**config.mk**
```make
export PLATFORM = sky130hd
export DESIGN_NAME = button_conditioner
export DESIGN_NICKNAME = d
export VERILOG_FILES = /design/src/rtl/button_pkg.sv /design/src/rtl/btn_channel.sv /design/src/rtl/button_conditioner.sv
export SDC_FILE = /design/constraint.sdc
export NUM_CORES = 1
export LEC_CHECK = 0
export ABC_CLOCK_PERIOD_IN_PS = 9700
export CORE_AREA = 2 2 168 170
export DETAILED_ROUTE_END_ITERATION = 16
export DIE_AREA = 0 0 170 172
export GPL_TIMING_DRIVEN = 0
export PLACE_DENSITY = 0.8
export SETUP_SLACK_MARGIN = 0.1
export SYNTH_ARGS = -nofsm -noshare
export SYNTH_HDL_FRONTEND = slang
export SYNTH_SLANG_ARGS = --single-unit
```
**constraint.sdc**
```tcl
create_clock -name clk -period 9.7 [get_ports clk]
set_input_delay 0.97 -clock clk [delete_from_list [all_inputs] [get_ports clk]]
set_output_delay 0.97 -clock clk [all_outputs]
set_load 0.01 [all_outputs]
```
**src/rtl/button_pkg.sv**
```systemverilog
// Shared definitions for the push-button conditioner.
//   - btn_state_t : per-channel debounce FSM states
//   - BTN_*       : bit index of each physical button on the push bus
//   - DEF_*       : default parameter values for the conditioner
//   - max_u       : helper used to size the hold timer
package button_pkg;

    typedef enum logic [1:0] {
        IDLE,
        PRESS_CHK,
        HELD,
        RELEASE_CHK
    } btn_state_t;

    localparam int unsigned BTN_UP     = 0;
    localparam int unsigned BTN_DOWN   = 1;
    localparam int unsigned BTN_LEFT   = 2;
    localparam int unsigned BTN_RIGHT  = 3;
    localparam int unsigned BTN_MIDDLE = 4;

    localparam int unsigned DEF_N_BTN           = 5;
    localparam int unsigned DEF_DEBOUNCE_CYCLES = 1000000;
    localparam int unsigned DEF_REPEAT_DELAY    = 50000000;
    localparam int unsigned DEF_REPEAT_RATE     = 10000000;
    localparam int unsigned DEF_REPEAT_EN       = 1;

    function automatic int unsigned max_u(input int unsigned a, input int unsigned b);
        return (a > b) ? a : b;
    endfunction

endpackage

```
**src/rtl/btn_channel.sv**
```systemverilog
// One push-button channel: 2-flop synchronizer, debounce FSM and
// auto-repeat hold timer.
//   clk           : system clock
//   reset         : asynchronous active-high reset
//   push          : raw asynchronous button level
//   pressed       : debounced level (registered)
//   pressed_d     : next value of pressed, lets the parent register an OR
//                   of all channels without adding a cycle of latency
//   press_pulse   : one-cycle strobe on an accepted press
//   release_pulse : one-cycle strobe on an accepted release
//   repeat_pulse  : one-cycle auto-repeat strobe while held
module btn_channel
    import button_pkg::*;
#(
    parameter int unsigned DEBOUNCE_CYCLES = DEF_DEBOUNCE_CYCLES,
    parameter int unsigned REPEAT_DELAY    = DEF_REPEAT_DELAY,
    parameter int unsigned REPEAT_RATE     = DEF_REPEAT_RATE,
    parameter int unsigned REPEAT_EN       = DEF_REPEAT_EN
) (
    input  logic clk,
    input  logic reset,
    input  logic push,
    output logic pressed,
    output logic pressed_d,
    output logic press_pulse,
    output logic release_pulse,
    output logic repeat_pulse
);

    localparam int unsigned DB_W  = $clog2(DEBOUNCE_CYCLES) + 1;
    localparam int unsigned TMR_W = $clog2(max_u(REPEAT_DELAY, REPEAT_RATE)) + 1;

    localparam logic [DB_W-1:0]  DB_LAST    = DB_W'(DEBOUNCE_CYCLES - 1);
    localparam logic [TMR_W-1:0] DELAY_LAST = TMR_W'(REPEAT_DELAY - 1);
    localparam logic [TMR_W-1:0] RATE_LAST  = TMR_W'(REPEAT_RATE - 1);

    logic             sync_meta;
    logic             sync;
    btn_state_t       state;
    logic [DB_W-1:0]  db_cnt;
    logic [TMR_W-1:0] hold_tmr;
    logic             first_done;   // first repeat already issued in this hold

    logic             press_fire;
    logic             release_fire;
    logic [TMR_W-1:0] rep_last;

    always_comb begin
        press_fire   = (state == PRESS_CHK)   &&  sync && (db_cnt == DB_LAST);
        release_fire = (state == RELEASE_CHK) && !sync && (db_cnt == DB_LAST);
        pressed_d    = press_fire | (pressed & ~release_fire);
        rep_last     = first_done ? RATE_LAST : DELAY_LAST;
    end

    // Pulses are exclusive by construction: each one is only produced from
    // a different state, so at most one can be set on any edge.
    always_ff @(posedge clk or posedge reset) begin
        if (reset) begin
            sync_meta     <= 1'b0;
            sync          <= 1'b0;
            state         <= IDLE;
            db_cnt        <= '0;
            hold_tmr      <= '0;
            first_done    <= 1'b0;
            pressed       <= 1'b0;
            press_pulse   <= 1'b0;
            release_pulse <= 1'b0;
            repeat_pulse  <= 1'b0;
        end else begin
            sync_meta     <= push;
            sync          <= sync_meta;
            pressed       <= pressed_d;
            press_pulse   <= 1'b0;
            release_pulse <= 1'b0;
            repeat_pulse  <= 1'b0;

            case (state)
                IDLE: begin
                    if (sync) begin
                        state  <= PRESS_CHK;
                        db_cnt <= '0;
                    end
                end
                PRESS_CHK: begin
                    if (!sync) begin
                        state <= IDLE;
                    end else if (press_fire) begin
                        state       <= HELD;
                        press_pulse <= 1'b1;
                        hold_tmr    <= '0;
                        first_done  <= 1'b0;
                    end else begin
                        db_cnt <= db_cnt + 1'b1;
                    end
                end
                HELD: begin
                    if (!sync) begin
                        state  <= RELEASE_CHK;
                        db_cnt <= '0;
                    end else if (REPEAT_EN != 0) begin
                        // Timer restarts at each repeat, so it never
                        // saturates or wraps while the button is held.
                        if (hold_tmr == rep_last) begin
                            repeat_pulse <= 1'b1;
                            hold_tmr     <= '0;
                            first_done   <= 1'b1;
                        end else begin
                            hold_tmr <= hold_tmr + 1'b1;
                        end
                    end
                end
                RELEASE_CHK: begin
                    // Hold timer is frozen here so a bounce back to HELD
                    // resumes the repeat schedule where it left off.
                    if (sync) begin
                        state <= HELD;
                    end else if (release_fire) begin
                        state         <= IDLE;
                        release_pulse <= 1'b1;
                    end else begin
                        db_cnt <= db_cnt + 1'b1;
                    end
                end
                default: state <= IDLE;
            endcase
        end
    end

endmodule

```
**src/rtl/button_conditioner.sv**
```systemverilog
// Debounce, edge-detect and auto-repeat for a bank of push buttons.
//   clk           : system clock
//   reset         : asynchronous active-high reset
//   push          : raw button levels (0=up,1=down,2=left,3=right,4=middle)
//   pressed       : debounced levels
//   press_pulse   : one-cycle strobe per accepted press
//   release_pulse : one-cycle strobe per accepted release
//   repeat_pulse  : one-cycle auto-repeat strobe while held
//   any_pressed   : OR of pressed, registered alongside it
module button_conditioner
    import button_pkg::*;
#(
    parameter int unsigned N_BTN           = DEF_N_BTN,
    parameter int unsigned DEBOUNCE_CYCLES = DEF_DEBOUNCE_CYCLES,
    parameter int unsigned REPEAT_DELAY    = DEF_REPEAT_DELAY,
    parameter int unsigned REPEAT_RATE     = DEF_REPEAT_RATE,
    parameter int unsigned REPEAT_EN       = DEF_REPEAT_EN
) (
    input  logic             clk,
    input  logic             reset,
    input  logic [N_BTN-1:0] push,
    output logic [N_BTN-1:0] pressed,
    output logic [N_BTN-1:0] press_pulse,
    output logic [N_BTN-1:0] release_pulse,
    output logic [N_BTN-1:0] repeat_pulse,
    output logic             any_pressed
);

    logic [N_BTN-1:0] pressed_d;

    for (genvar g = 0; g < N_BTN; g++) begin : g_chan
        btn_channel #(
            .DEBOUNCE_CYCLES (DEBOUNCE_CYCLES),
            .REPEAT_DELAY    (REPEAT_DELAY),
            .REPEAT_RATE     (REPEAT_RATE),
            .REPEAT_EN       (REPEAT_EN)
        ) u_chan (
            .clk           (clk),
            .reset         (reset),
            .push          (push[g]),
            .pressed       (pressed[g]),
            .pressed_d     (pressed_d[g]),
            .press_pulse   (press_pulse[g]),
            .release_pulse (release_pulse[g]),
            .repeat_pulse  (repeat_pulse[g])
        );
    end

    // Registered from the channels' next-state so it tracks pressed exactly.
    always_ff @(posedge clk or posedge reset) begin
        if (reset) begin
            any_pressed <= 1'b0;
        end else begin
            any_pressed <= |pressed_d;
        end
    end

endmodule

```
# ---- Word-level counts from Yosys, hierarchy flattened
# Cells that the tools add are included.
# W data, S select, Z words.
dict set report word_totals {
  reg_bits 286
  inputBits 7
  output_inout_bits 21
  wordCells 382
}
dict set report classes {
  addsub 10
  bitwise_logic 15
  mux 170
  eq_ne 80
  reduce_logical 56
}
# operator n
set op_table {}
lappend op_table {{$mux W21} 30}
lappend op_table {{$mux W27} 20}
lappend op_table {{$pmux W21 S4} 5}
lappend op_table {{$pmux W27 S2} 5}
lappend op_table {{$add A27 B1 Y27 const B} 5}
lappend op_table {{$eq A27 B27 Y1} 5}
lappend op_table {{$mux W26} 5}
lappend op_table {{$add A21 B1 Y21 const B} 5}
lappend op_table {{$eq A21 B20 Y1 const B} 5}
lappend op_table {{$mux W1} 65}
lappend op_table {{$mux W2} 30}
lappend op_table {{$ne A2 B1 Y1 const B} 25}
lappend op_table {{$ne A2 B2 Y1 const B} 20}
lappend op_table {{$pmux W2 S4} 5}
lappend op_table {{$reduce_and A4 Y1} 10}
lappend op_table {{$reduce_and A6 Y1} 5}
lappend op_table {{$reduce_and A5 Y1} 5}
lappend op_table {{$eq A2 B2 Y1 const B} 10}
lappend op_table {{$logic_and A1 B1 Y1} 20}
lappend op_table {{$ne A3 B1 Y1 const B} 5}
lappend op_table {{$ne A3 B3 Y1 const B} 5}
lappend op_table {{$eq A2 B1 Y1 const B} 5}
lappend op_table {{$logic_not A2 Y1} 5}
lappend op_table {{$pmux W1 S2} 5}
lappend op_table {{other kinds (6)} 26}

# ---- Depth between registers and ports, before layout
# Gate-level depths: netlist of run 1.
dict set report logic_depth {
  ltp_word 7
  depth_mapped 11
  mapped_depth_nobuf 8
}

# ---- Cells and area by module
# Synthesis of run 1 repeated with hierarchy kept, for this count alone.
dict set report unflattened {
  cells_unflattened 1746
  hier_area_um2 16026.6
}
# module n_inst area_per_inst_um2 cells_each
set by_module_without_submodules {}
lappend by_module_without_submodules {{btn_channel at g_chan[0].u_chan ...} 3 3141.8 344}
lappend by_module_without_submodules {{btn_channel at g_chan[1].u_chan} 1 3398.3 375}
lappend by_module_without_submodules {{btn_channel at g_chan[4].u_chan} 1 3161.8 334}
lappend by_module_without_submodules {button_conditioner 1 41.3 5}

# ---- Worst setup path before layout of run 1
# Ideal clock, no wire load.
dict set report synth_timing {
  kind {register to register}
  startpoint {register g_chan[1].u_chan.db_cnt[13]}
  endpoint {register any_pressed}
  required_ns 9.561
  stages_incl_launch_ff 7
  arrival_ns 2.356
  setup_ns 0.139
  setup_slack_ns 7.205
  path_cell_list {dfrtp_1 -> or4b_1 -> or2_0 -> or4_1 -> o21a_1 -> o22a_1 -> or4b_1}
}
dict set report synth_between {
  elab_chain_cells 6
}
# item line_no
set synth_lines {}
lappend synth_lines {{start: declaration} btn_channel.sv:40} ;# logic [DB_W-1:0] db_cnt;
lappend synth_lines {{start signal: assignment} btn_channel.sv:93} ;# db_cnt <= db_cnt + 1'b1;
lappend synth_lines {{start signal: assignment} btn_channel.sv:121} ;# db_cnt <= db_cnt + 1'b1;
lappend synth_lines {{$eq A21 B20 Y1 (*)} {btn_channel.sv:49, btn_channel.sv:50}}
lappend synth_lines {{$logic_and A1 B1 Y1} btn_channel.sv:50} ;# release_fire = (state == RELEASE_CHK) && !sync && (db_cnt == DB_LAST);
lappend synth_lines {{$not A1 Y1} btn_channel.sv:51} ;# pressed_d = press_fire | (pressed & ~release_fire);
lappend synth_lines {{$and A1 B1 Y1} btn_channel.sv:51}
lappend synth_lines {{$or A1 B1 Y1 (*)} btn_channel.sv:51}
lappend synth_lines {{net g_chan[1].u_chan.pressed_d} btn_channel.sv:24} ;# output logic pressed_d,
lappend synth_lines {{$reduce_or A5 Y1 (*)} button_conditioner.sv:54} ;# any_pressed <= |pressed_d;
lappend synth_lines {{end signal: assignment} button_conditioner.sv:54}
lappend synth_lines {{end: declaration} button_conditioner.sv:26} ;# output logic any_pressed
# Mark *: on every way through the listed nets, which the timed path passes. The rest lies on a longest branch.
# A chain may end at the register's enable or synchronous reset.

# ---- Worst setup path after layout of run 1
dict set report layout_timing {
  startpoint {register g_chan[0].u_chan.db_cnt[0]}
  endpoint {register g_chan[0].u_chan.hold_tmr[9]}
}
dict set report layout_between {
  elab_chain_cells 4
}
# item line_no
set layout_lines {}
lappend layout_lines {{start: declaration} btn_channel.sv:40}
lappend layout_lines {{start signal: assignment} btn_channel.sv:93}
lappend layout_lines {{start signal: assignment} btn_channel.sv:121}
lappend layout_lines {{$eq A21 B20 Y1} btn_channel.sv:49} ;# press_fire = (state == PRESS_CHK) && sync && (db_cnt == DB_LAST);
lappend layout_lines {{$logic_and A1 B1 Y1} btn_channel.sv:49}
lappend layout_lines {{$ne A2 B1 Y1 (no source line)} --}
lappend layout_lines {{$reduce_and A4 Y1 (no source line)} --}
lappend layout_lines {{end signal: assignment} btn_channel.sv:108} ;# hold_tmr <= hold_tmr + 1'b1;
lappend layout_lines {{end: declaration} btn_channel.sv:41} ;# logic [TMR_W-1:0] hold_tmr;
# No other way between the ends.

==> impl_metrics.env, run 1 <==
export IMPL_syn_to_final_growth_pct=11.6
export IMPL_routedWlPerCell_um=16.1
export IMPL_port_buffers=27
export IMPL_path_cells="ha_1 -> nand3_1 -> nor3_1 -> a21boi_1 -> or2_2 -> clkbuf_1 -> or2_2 -> buf_4 -> buf_4 -> o31ai_1"
export IMPL_drive_gt1_share_pct=6.12
export IMPL_max_freq_ghz=0.333
export IMPL_grt_start_max_net_pins=132
export IMPL_worstPathRequired_ns=10.15
export IMPL_diodes=0
export IMPL_ys_seq_elements=286
export IMPL_fillCellCount=2211
export IMPL_total_power_mw=3.88
export IMPL_leakagePower_nw=7.35
export IMPL_pre_cts_ws_ns=6.71
export IMPL_ir_drop_v=0.000157
export IMPL_gr_usage_all_layers_pct=25.1
export IMPL_final_setup_viol_count=0
export IMPL_cts_max_level=1
export IMPL_fin_nets=1941
export IMPL_maxSlewHeadroom_pct=18.2
export IMPL_die_h_um=172
export IMPL_netlist_instances=1842
export IMPL_cp_arrival_ns=3.45
export IMPL_outcome="finished, final reports clean"
export IMPL_fin_crit_sh_pct=30.9
export IMPL_synthFlopType="dfrtp_1"
export IMPL_setup_ws_ns=6.70
export IMPL_ctsResizeCount=0
export IMPL_initial_core_util_pct=58.9
export IMPL_ys_warn_count=0
export IMPL_layout_common_cells="dfrtp_1, nand2_1, o21ai_0, nor2_1, nand3_1"
export IMPL_maxCapViolations=0
export IMPL_fin_worst_hold_slack_ns=0.348
export IMPL_rows=61
export IMPL_fp_dieW_um=170
export IMPL_clkPwrFrac_pct=32.7
export IMPL_hp_class="reg -> reg"
export IMPL_cts_buffers=31
export IMPL_finalWeightedCongestion=0.867
export IMPL_rsz0062_at_grt="false"
export IMPL_p_per_area_nw_per_um2=215
export IMPL_drc=0
export IMPL_antenna_left=0
export IMPL_synth_edff_count=0
export IMPL_finalWorstPathRequiredPeriod_ns=3.00
export IMPL_p_int_mw=2.43
export IMPL_critPathMaxStageDelay_ns=0.49
export IMPL_async_flop_share_pct=100
export IMPL_grt_pass1_wl_um=62200
export IMPL_cts_setup_buffers=0
export IMPL_tightest_slew_ns=1.22
export IMPL_criticalPathCategory="reg -> reg"
export IMPL_vias=14300
export IMPL_grt_pass1_vias=13200
export IMPL_detailed_place_hpwl_um=24800
export IMPL_antenna_found_initial=1
export IMPL_wl_um=36600
export IMPL_p_switching_mw=1.46
export IMPL_cp_end_kind="flip-flop"
export IMPL_dr_pass1_iters=8
export IMPL_via_per_inst=6.30
export IMPL_clock_sinks=286
export IMPL_switching_share_pct=37.5
export IMPL_p_comb_share_pct=33.1
export IMPL_slew_viol_final=0
export IMPL_floorplan_core_area_um2=27500
export IMPL_cts_root_buf="clkbuf_16"
export IMPL_synth_area_um2=16200
export IMPL_finalClockSkew_ns=0.0149
export IMPL_start_kind="flip-flop"
export IMPL_clkTransAtPathRegs_ns=0.06
export IMPL_clk_path_buf_depth=3
export IMPL_p_seq_share_pct=34.2
export IMPL_cts_hold_buf=0
export IMPL_io_pins=28
export IMPL_worstPathMaxFanout=10
export IMPL_final_common_cell="dfrtp_1"
export IMPL_dieArea_um2=29200
export IMPL_critical_path_slowest_cell="nor3_1"
export IMPL_initialDrtViolationCount=1469
export IMPL_clock_latency_ns=0.56
export IMPL_cts_tree="done"
export IMPL_syn_area_per_cell_um2=8.78
export IMPL_overflow=0
export IMPL_hold_viol=0
export IMPL_postLayoutCoreUtil_pct=65.7
export IMPL_yosysUniqueCellTypes=80
export IMPL_synthesis_nets=1879
export IMPL_seq_area_frac_synth_pct=44.2
[layer usage]
layer,part of all wire (%),global-route usage [%]
met1,45,34.7
met3,4.8,2.84
met5,0,0
met2,48,42.7
met4,1.7,5.87
[flip-flops by register name, summed over array words and instances (netlist names), named ones only]
register / flops
g_chan.u_chan.repeat_pulse: 5
g_chan.u_chan.state: 5
g_chan.u_chan.hold_tmr: 135
g_chan.u_chan.sync_meta: 5
g_chan.u_chan.sync: 5
g_chan.u_chan.db_cnt: 105
g_chan.u_chan.press_pulse: 5
g_chan.u_chan.first_done: 5
any_pressed: 1
g_chan.u_chan.pressed: 5
g_chan.u_chan.release_pulse: 5
[kinds of logic (layout without fill, tap and decap cells)]
family | count (synthesis) | in the layout | share of synthesized area (%)
AND/OR/NAND/NOR | 846 | 846 | 27.1
flip-flops | 286 | 286 | 44.2
adder cells (fa/ha/maj) | 30 | 30 | 2.32
multiplexers | 12 | 12 | 0.750
AO/OA/AOI/OAI | 464 | 464 | 18.4
XOR/XNOR | 59 | 59 | 3.19
buffers and inverters | 145 | 231 | 4.01
[power groups by stage]
stage                     registers, mW  logic (mW)  clock network (mW)
after floorplan                    1.33       0.944                   0
after global placement             1.34        1.22                   0
after detailed placement           1.35        1.26                   0
after CTS                          1.33        1.27                1.30
after global routing               1.34        1.44                1.34
final                              1.33        1.28                1.27
[cell usage after synthesis (all sizes together) (8+ instances only)]
cell     instances  area, µm²
a2bb2oi         34        298
nand2          199        747
or2             13       81.3
xor2            15        131
nand2b          17        106
and2            15       93.8
nor3b           10       75.1
nand3           99        495
o31ai           61        458
nor2           171        652
a22o            11       96.3
or4b             8       83.8
o21ai          184        921
a31oi           23        144
nand4           67        419
nor4b           20        175
nor4            45        297
or3             21        131
buf             36        236
a21oi           58        290
and3            44        275
nor2b           13       81.3
ha              30        375
xnor2           44        385
a21o            19        143
clkbuf          70        265
dfrtp          286       7160
or4             13       97.6
and4            13        114
nor3            63        315
o41ai           14        123
mux2i           11        110
inv             39        146
[final cells by class]
class | instances | area [µm²] | share of cell area, %
multi-input cells | 1411 | 8390 | 46.4
flip-flops and latches | 286 | 7160 | 39.6
clock buffers | 40 | 860 | 4.76
plain buffers | 106 | 502 | 2.78
well taps | 346 | 433 | 2.40
repair buffers | 29 | 325 | 1.80
clock inverters | 17 | 244 | 1.35
inverters | 39 | 154 | 0.852
[worst paths after layout]
kind                                                  from                       endpoint  slack [ns]  depth (start not counted)
worst max-delay path            g_chan[0].u_chan.db_cnt[0]   g_chan[0].u_chan.hold_tmr[9]        6.70                         10
worst min-delay path            g_chan[1].u_chan.sync_meta          g_chan[1].u_chan.sync        0.35                          0
worst max register to register  g_chan[0].u_chan.db_cnt[0]   g_chan[0].u_chan.hold_tmr[9]        6.70                         10
worst min register to register  g_chan[1].u_chan.sync_meta          g_chan[1].u_chan.sync        0.35                          0
max in group asynchronous                            reset  g_chan[1].u_chan.hold_tmr[24]        7.45                          4
min in group asynchronous                            reset  g_chan[4].u_chan.hold_tmr[22]        0.84                          2
[critical path: cells and delay by family, from the launching register on]
kind | cells | cell delay [ns]
AOI/OAI and AO/OA | 2 | 0.43
adders and majority gates | 1 | 0.23
buffers and inverters | 3 | 0.55
DFF | 1 | 0.39
and+or+nand+nor | 4 | 1.29
[metrics by stage]
| stage | area (µm²) | cells | TNS (ns) |
|---|---|---|---|
| floorplan | 16200 | 1842 | 0 |
| global placement | 16900 | 2215 | -754.17 |
| detailed placement | 16900 | 2217 | 0 |
| CTS | 18000 | 2274 | 0 |
| global route | 18100 | 2274 | 0 |
| finish | 18100 | 2274 | 0 |
Power figures use the tool's default switching activity.
==> run 2: changes to the inputs <==
Settings changed: ABC_CLOCK_PERIOD_IN_PS 9700 to 2500, CORE_AREA 2 2 168 170 to 2 2 172 174, DIE_AREA 0 0 170 172 to 0 0 174 176.
Clock period 9.7 ns to 2.5 ns, I/O delays scaled along.
==> run 2 against run 1 <==
  * The run now ends with setup timing left
  * Clock skew increased by 0.0033 ns
  * Maximum frequency grew 14%
  * Wire length rose by 20%
  * Sequential power rose to 3.9 times the previous value
  * Worst setup slack worse by 6.8 ns
  * Critical path type unchanged
  * Final area up 12%
  * First-iteration DRC count up 25%
==> impl_metrics.env, run 2 (synthesis results as in run 1) <==
export IMPL_vias=15500
export IMPL_layout_common_cells="dfrtp_1, nand2_1, o21ai_0, nor2_1, nand3_1"
export IMPL_die_h_um=176
export IMPL_finalWorstPathRequiredPeriod_ns=2.63
export IMPL_grt_pass1_vias=14000
export IMPL_dr_pass1_iters=6
export IMPL_leakagePower_nw=8.18
export IMPL_clk_path_buf_depth=3
export IMPL_tns_ns=-0.179
export IMPL_initial_core_util_pct=56.7
export IMPL_cts_tree="done"
export IMPL_fp_dieW_um=174
export IMPL_criticalPathCategory="reg -> reg"
export IMPL_io_pins=28
export IMPL_drive_gt1_share_pct=19.8
export IMPL_pre_cts_ws_ns=-0.472
export IMPL_switching_share_pct=38.6
export IMPL_clkPwrFrac_pct=29.9
export IMPL_rsz0062_at_grt="true"
export IMPL_port_buffers=27
export IMPL_grt_pass1_wl_um=66800
export IMPL_dieArea_um2=30600
export IMPL_initialDrtViolationCount=1839
export IMPL_antenna_found_initial=0
export IMPL_syn_to_final_growth_pct=24.6
export IMPL_cts_buffers=34
export IMPL_cts_root_buf="clkbuf_16"
export IMPL_wl_um=44000
export IMPL_hold_viol=0
export IMPL_rows=62
export IMPL_r2r_start="g_chan[1].u_chan.db_cnt[13]"
export IMPL_worstPathRequired_ns=2.88
export IMPL_drc=0
export IMPL_cts_hold_buf=0
export IMPL_overflow=0
export IMPL_via_per_inst=6.55
export IMPL_p_per_area_nw_per_um2=841
export IMPL_p_seq_share_pct=30.5
export IMPL_p_switching_mw=6.54
export IMPL_maxSlewHeadroom_pct=51.4
export IMPL_largest_register="g_chan.u_chan.hold_tmr"
export IMPL_worstPathMaxFanout=2
export IMPL_tightest_slew_ns=0.722
export IMPL_clock_sinks=286
export IMPL_fin_crit_sh_pct=105
export IMPL_r2r_setup_slack_ns=-0.13
export IMPL_cp_arrival_ns=3.00
export IMPL_hp_class="in -> async"
export IMPL_p_int_mw=10.4
export IMPL_fin_nets=2001
export IMPL_start_kind="flip-flop"
export IMPL_final_setup_viol_count=3
export IMPL_top_regs="g_chan.u_chan.hold_tmr x135, g_chan.u_chan.db_cnt x105"
export IMPL_detailed_place_hpwl_um=25800
export IMPL_largest_register_ffs=135
export IMPL_grt_start_max_net_pins=43
export IMPL_cts_max_level=2
export IMPL_diodes=0
export IMPL_routedWlPerCell_um=18.5
export IMPL_max_freq_ghz=0.381
export IMPL_rr_endpoint="any_pressed"
export IMPL_outcome="finished, violations left"
export IMPL_ir_drop_v=0.000587
export IMPL_finalWeightedCongestion=0.955
export IMPL_r2r_cells=6
export IMPL_slew_viol_final=0
export IMPL_final_common_cell="dfrtp_1"
export IMPL_gr_usage_all_layers_pct=25.5
export IMPL_maxCapViolations=0
export IMPL_total_power_mw=16.9
export IMPL_clock_latency_ns=0.51
export IMPL_p_comb_share_pct=39.6
export IMPL_floorplan_core_area_um2=28500
export IMPL_finalClockSkew_ns=0.0182
export IMPL_setup_ws_ns=-0.126
export IMPL_cp_end_kind="flip-flop"
export IMPL_clkTransAtPathRegs_ns=0.06
export IMPL_fillCellCount=2054
export IMPL_violations="setup timing"
export IMPL_antenna_left=0
## run 2: cell count changes in the layout (fill, tap and decap cells not counted), moves of 14 or more
cell       delta
nor4_1       -20
buf_4        +48
clkbuf_2     +20
o21ai_0      -21
dfrtp_2      +18
a2bb2oi_1    -14
nor4_2       +14
dfrtp_1      -18
clkbuf_1     -43
o31ai_1      -17
a2bb2oi_2    +14
## run 2: cell type report
class                           instances  area (µm²)  share of cell area, %
Buffer                                 98         659                   3.27
Clock buffer                           45         983                   4.88
Clock inverter                         15         168                  0.832
Inverter                               39         150                  0.745
Multi-Input combinational cell       1413        9570                   47.5
Sequential cell                       286        7180                   35.6
Tap cell                              384         480                   2.38
Timing Repair Buffer                   92         957                   4.75
## run 2: what timing repair did
item                                   in CTS  in global routing
buffers inserted                           30                 21
setup endpoints to repair                 211                214
pin swaps                                  18                 42
gates resized for setup                   107                260
endpoints found under the hold margin       0                  0
gates cloned                                1                  7
## run 2: per-stage QoR
step | util (%) | instance area [µm²] | cells | hold WS (ns)
after detailed placement | 59.9 | 17100 | 2261 | 0.335
after global routing | 70.6 | 20200 | 2372 | 0.0477
after global placement | 59.4 | 16900 | 2253 | 0.333
after floorplan | - | 16200 | 1842 | 0.281
final | 70.6 | 20200 | 2372 | 0.0207
after CTS | 66.1 | 18900 | 2348 | 0.0108
## run 2: worst max-delay path, cell delays in order (launching register included)
cell and delay (ns):
dfrtp_1 0.39, or4b_4 0.54, or2_1 0.25, or4_4 0.43, o21a_1 0.19, o22a_1 0.22
or4b_1 0.48
## run 2: routing by layer
layer | wire length (µm) | global-route usage (%)
met1 | 18400 | 35.0
met2 | 21300 | 41.8
met3 | 2930 | 3.81
met4 | 1360 | 8.58
met5 | 0 | 0
## run 2: worst max-delay path by stage
| stage | startpoint | end | slack, ns | depth (start not counted) |
|---|---|---|---|---|
| floorplan | reset | asynchronous set/reset pin | -1.54 | 1 |
| global placement | reset | g_chan[1].u_chan.hold_tmr[16] | -3.57 | 2 |
| detailed placement | g_chan[4].u_chan.db_cnt[10] | g_chan[4].u_chan.db_cnt[9] | -0.47 | 8 |
| CTS | g_chan[1].u_chan.db_cnt[13] | any_pressed | -0.08 | 6 |
| global route | g_chan[1].u_chan.db_cnt[13] | any_pressed | -0.14 | 6 |
| finish | g_chan[1].u_chan.db_cnt[13] | any_pressed | -0.13 | 6 |
## run 2: power groups by stage
stage          combinational [mW]  sequential, mW  clock, mW
6_report                     6.71            5.17       5.07
4_1_cts                      5.45            5.14       5.12
3_3_place_gp                 4.76            5.21          0
2_1_floorplan                3.67            5.16          0
5_1_grt                      7.25            5.21       5.32
3_5_place_dp                 4.91            5.22          0
==> RTL edit 1, RTL diff (settings of run 1) <==
`DEF_DEBOUNCE_CYCLES`: 1000000 -> 500000.
--- a/src/rtl/button_pkg.sv
+++ b/src/rtl/button_pkg.sv
@@ -19,7 +19,7 @@
     localparam int unsigned BTN_MIDDLE = 4;
 
     localparam int unsigned DEF_N_BTN           = 5;
-    localparam int unsigned DEF_DEBOUNCE_CYCLES = 1000000;
+    localparam int unsigned DEF_DEBOUNCE_CYCLES = 500000;
     localparam int unsigned DEF_REPEAT_DELAY    = 50000000;
     localparam int unsigned DEF_REPEAT_RATE     = 10000000;
     localparam int unsigned DEF_REPEAT_EN       = 1;
Check against the original RTL: no difference found for any inputs over 4 cycles, from zero or initial values and one cycle with reset high; that may be too few to reach the edited logic, so the function may still have changed.
==> RTL edit 1 against run 1 <==
  * Clock power fell by 12%
  * Setup slack got worse by 0.041 ns
  * Global-route usage rose by 0.50 points
  * Final area fell by 2.5%
  * Synthesized area fell by 1.8%
  * Sequential cell count fell by 5
  * Power fell by 5.0%
  * Wire length fell by 0.80%
  * Largest cell class unchanged
==> RTL edit 1: results (changes against run 1) <==
* Status: complete, no violations (unchanged)
* Gr usage total at 0.256 (was 0.251)
* Layout cells sized above 1 at 0.0636 (was 0.0612)
* # fillers at 2256 (was 2211)
* Vias in the first global route at 13500 (was 13200)
* DRT iter0 DRCs at 1049 (was 1469)
* Worst hold slack at 0.350 ns (was 0.348 ns)
* Area occupied by registers at 0.00703 mm² (was 0.00716 mm²)
* Leak Pwr at 7.29 nW (was 7.35 nW)
* Multi-input logic area at 0.00824 mm² (was 0.00839 mm²)
* Asr flop ratio synth at 1.00 (unchanged)
* Placed cell area at 0.0166 mm² (was 0.0169 mm²)
* Overall routed net length at 36.3 mm (was 36.6 mm)
* Non-clock buffers, area share at 0.0431 (was 0.0458)
* Post-DP HPWL at 24.8 mm (about the same)
* Post-synthesis compound-gate area fraction at 0.176 (was 0.184)
* Sw power at 0.00141 W (was 0.00146 W)
* Final net count at 1873 (was 1941)
* Hold_sp: g_chan[3].u_chan.sync_meta (was g_chan[1].u_chan.sync_meta)
* Hold Crit Endpoint: g_chan[3].u_chan.sync (was g_chan[1].u_chan.sync)
* Routability Congestion at 0.928 (was 0.867)
* Distinct cells, synth at 81 (was 80)
* Clk_skew at 0.0131 ns (was 0.0149 ns)
* Max VDD drop at 0.201 mV (was 0.157 mV)
* Crit path launch: g_chan[3].u_chan.db_cnt[0] (was g_chan[0].u_chan.db_cnt[0])
* Adder-Cell Fraction of Synth Area at 0.0236 (was 0.0232)
* Commonest cells in the netlist: dfrtp_1, nand2_1, nor2_1 (was dfrtp_1, nand2_1, o21ai_0)
* Top cells by area, synth: dfrtp_1, nand2_1, o21ai_0 (was dfrtp_1, o21ai_0, nand2_1)
* Non-CTS buffers at 117 (was 135)
* Inverter count at 48 (was 39)
* Mapped Nets at 1811 (was 1879)
* Cts bufs inserted at 31 (unchanged)
* Clkbuf count at 44 (was 40)
* Post-synthesis sequential area ratio at 0.443 (was 0.442)
* Non-Filler Instances at 2200 (was 2274)
* WP data arrival at 3.44 ns (was 3.45 ns)
* Comb power frac at 0.341 (was 0.331)
* Largest net degree at the start of global routing at 102 (was 132)
* #MultiIn Comb at 1357 (was 1411)
* Xor/xnor cell area share of the yosys netlist at 0.0380 (was 0.0319)
* Mux contribution to synthesized area at 0.0116 (was 0.00750)
* Final instance area at 0.0176 mm² (was 0.0181 mm²)
* CTS sink cnt at 281 (was 286)
* Placed cells at 2149 (was 2217)
* First-pass GRT wire length at 63.6 mm (was 62.2 mm)
* R2R cell count at 9 (was 10)
* Slew @ Worst Pin at 1.15 ns (was 1.22 ns)
* R2R setup slack at 6.66 ns (was 6.70 ns)
* Initial antenna violation count at 0 (was 1)
* DRT Pass-1 Iters at 5 (was 8)
* Worst Hold Class: reg -> reg (unchanged)
* Tmin final at 3.04 ns (was 3.00 ns)
* Largest registers: g_chan.u_chan.hold_tmr (135), g_chan.u_chan.db_cnt (100) (was g_chan.u_chan.hold_tmr (135), g_chan.u_chan.db_cnt (105))
* Worst flop-to-flop path endpoint: g_chan[3].u_chan.hold_tmr[6] (was g_chan[0].u_chan.hold_tmr[9])
-- RTL edit 1: logic make-up after synthesis --
kind of cell	Yosys count
AO/OA/AOI/OAI	416
flip-flops	281
buffers and inverters	136
multiplexers	18
XOR/XNOR	69
adder cells (fa/ha/maj)	30
AND/OR/NAND/NOR	824
-- RTL edit 1: per-layer routing --
| layer | vias to the layer above | track usage | part of all wire |
|---|---|---|---|
| met5 | - | 0 | 0 |
| met4 | 0 | 0.0713 | 0.021 |
| met3 | 80 | 0.0359 | 0.049 |
| met2 | 414 | 0.435 | 0.48 |
| met1 | 6807 | 0.346 | 0.45 |
| li1 | 6663 | - | - |
-- RTL edit 1: worst max-delay path, cell delays in order (launching register included) --
cell and delay (ns):
dfrtp_1 0.40, ha_1 0.24, and3_1 0.19, clkbuf_1 0.16
and4_1 0.20, nand2_1 0.29, a21o_1 0.31, clkbuf_1 0.42
clkbuf_1 0.48, o221ai_1 0.18
==> RTL edit 2, RTL diff (settings of run 1) <==
Without the edit above. Add an input register stage for `push`, with the module's reset; this delays it by one clock.
--- a/src/rtl/button_conditioner.sv
+++ b/src/rtl/button_conditioner.sv
@@ -26,6 +26,16 @@
     output logic             any_pressed
 );
 
+    logic [N_BTN-1:0] push_q;
+
+    always_ff @(posedge clk or posedge reset) begin
+        if (reset) begin
+            push_q <= '0;
+        end else begin
+            push_q <= push;
+        end
+    end
+
     logic [N_BTN-1:0] pressed_d;
 
     for (genvar g = 0; g < N_BTN; g++) begin : g_chan
@@ -37,7 +47,7 @@
         ) u_chan (
             .clk           (clk),
             .reset         (reset),
-            .push          (push[g]),
+            .push          (push_q[g]),
             .pressed       (pressed[g]),
             .pressed_d     (pressed_d[g]),
             .press_pulse   (press_pulse[g]),
Check against the original RTL: no difference found for any inputs over 4 cycles, from zero or initial values and one cycle with reset high; that may be too few to reach the edited logic, so the function may still have changed.
==> RTL edit 2 against run 1 <==
  * Utilization fell by 0.17 points
  * Sequential cell count rose by 5
  * Non-clock buffer count fell by 13
  * Sequential share of layout area rose by 0.80 points
  * Final area fell by 0.26%
  * Via count rose by 0.47%
  * Synthesized area rose by 0.33%
  * Hold slack got worse by 0.012 ns
  * Wire length rose by 2.3%
  * Setup slack got worse by 0.16 ns
  * Power fell by 2.5%
  * Critical endpoint is now g_chan[1].u_chan.db_cnt[19]
==> RTL edit 2: results (changes against run 1) <==
* DRT iter0 DRCs at 1225 (was 1469)
* Routability Congestion at 0.935 (was 0.867)
* Fmax at 316 MHz (was 333 MHz)
* Clkbuf count at 39 (was 40)
* Inverter count at 54 (was 39)
* Final instance area at 0.0180 mm² (was 0.0181 mm²)
* Non-CTS buffers at 122 (was 135)
* Placed cells at 2195 (was 2217)
* Comb power frac at 0.330 (was 0.331)
* Worst hold slack at 0.336 ns (was 0.348 ns)
* Syn avg cell area at 8.92 µm² (was 8.78 µm²)
* Max VDD drop at 0.172 mV (was 0.157 mV)
* CTS sink cnt at 291 (was 286)
* Xor/xnor cell area share of the yosys netlist at 0.0308 (was 0.0319)
* Crit path launch: g_chan[1].u_chan.state[0] (was g_chan[0].u_chan.db_cnt[0])
* Commonest cells in the netlist: dfrtp_1, nand2_1, nor2_1 (was dfrtp_1, nand2_1, o21ai_0)
* Distinct cells, synth at 84 (was 80)
* DRT Pass-1 Iters at 6 (was 8)
* # fillers at 2190 (was 2211)
* First-pass GRT wire length at 64.4 mm (was 62.2 mm)
* Status: complete, no violations (unchanged)
* Top cells by area, synth: dfrtp_1, o21ai_0, nand2_1 (unchanged)
* WP data arrival at 3.66 ns (was 3.45 ns)
* Adder-Cell Fraction of Synth Area at 0.0231 (was 0.0232)
* Non-clock buffers, area share at 0.0431 (was 0.0458)
* Placed cell area at 0.0170 mm² (was 0.0169 mm²)
* Crit path max-delay family: compound AO/OA/AOI/OAI gates (was simple AND/OR/NAND/NOR gates)
* #MultiIn Comb at 1382 (was 1411)
* Initial antenna violation count at 0 (was 1)
* Post-synthesis compound-gate area fraction at 0.180 (was 0.184)
* Via count at 14400 (was 14300)
* Peak per-stage delay on the critical path at 0.65 ns (was 0.49 ns)
* Clock Latency Late Sink at 0.58 ns (was 0.56 ns)
* Sw power at 0.00144 W (was 0.00146 W)
* Final Total Pwr at 0.00379 W (was 0.00388 W)
* Leak Pwr at 7.43 nW (was 7.35 nW)
* Multi-input logic area at 0.00829 mm² (was 0.00839 mm²)
* Post-synthesis sequential area ratio at 0.449 (was 0.442)
* Clock network share of area at 0.0565 (was 0.0611)
* CP max-delay cell: a21boi_0 (was nor3_1)
* Final net count at 1919 (was 1941)
* Layout cells sized above 1 at 0.0666 (was 0.0612)
* Pre-CTS worst setup slack at 6.62 ns (was 6.71 ns)
* Overall routed net length at 37.5 mm (was 36.6 mm)
* Largest net degree at the start of global routing at 117 (was 132)
* Mux contribution to synthesized area at 0.0100 (was 0.00750)
* Slew @ Worst Pin at 1.29 ns (was 1.22 ns)
* Gr usage total at 0.261 (was 0.251)
* R2R setup slack at 6.54 ns (was 6.70 ns)
* Vias/cell at 6.39 (was 6.30)
* R2R cell count at 8 (was 10)
==> RTL edit 2: cell count changes after synthesis, sizes merged, moves of 15 or more <==
cell / change
xor2: +21
inv: +15
xnor2: -23
o21ai: -25
a2bb2oi: -16
nor3: -17
==> RTL edit 2: layer usage <==
| layer | track usage | wire length, µm | up-vias | part of all wire |
|---|---|---|---|---|
| met5 | 0 | 0 | - | 0 |
| li1 | - | - | 6868 | - |
| met1 | 0.359 | 17000 | 6988 | 0.45 |
| met4 | 0.0866 | 852 | 0 | 0.023 |
| met2 | 0.435 | 17600 | 470 | 0.47 |
| met3 | 0.0288 | 2040 | 73 | 0.054 |
==> RTL edit 2: cell families after synthesis <==
kind of cell,count (synthesis)
AND/OR/NAND/NOR,836
XOR/XNOR,57
buffers and inverters,147
multiplexers,16
flip-flops,291
AO/OA/AOI/OAI,443
adder cells (fa/ha/maj),30
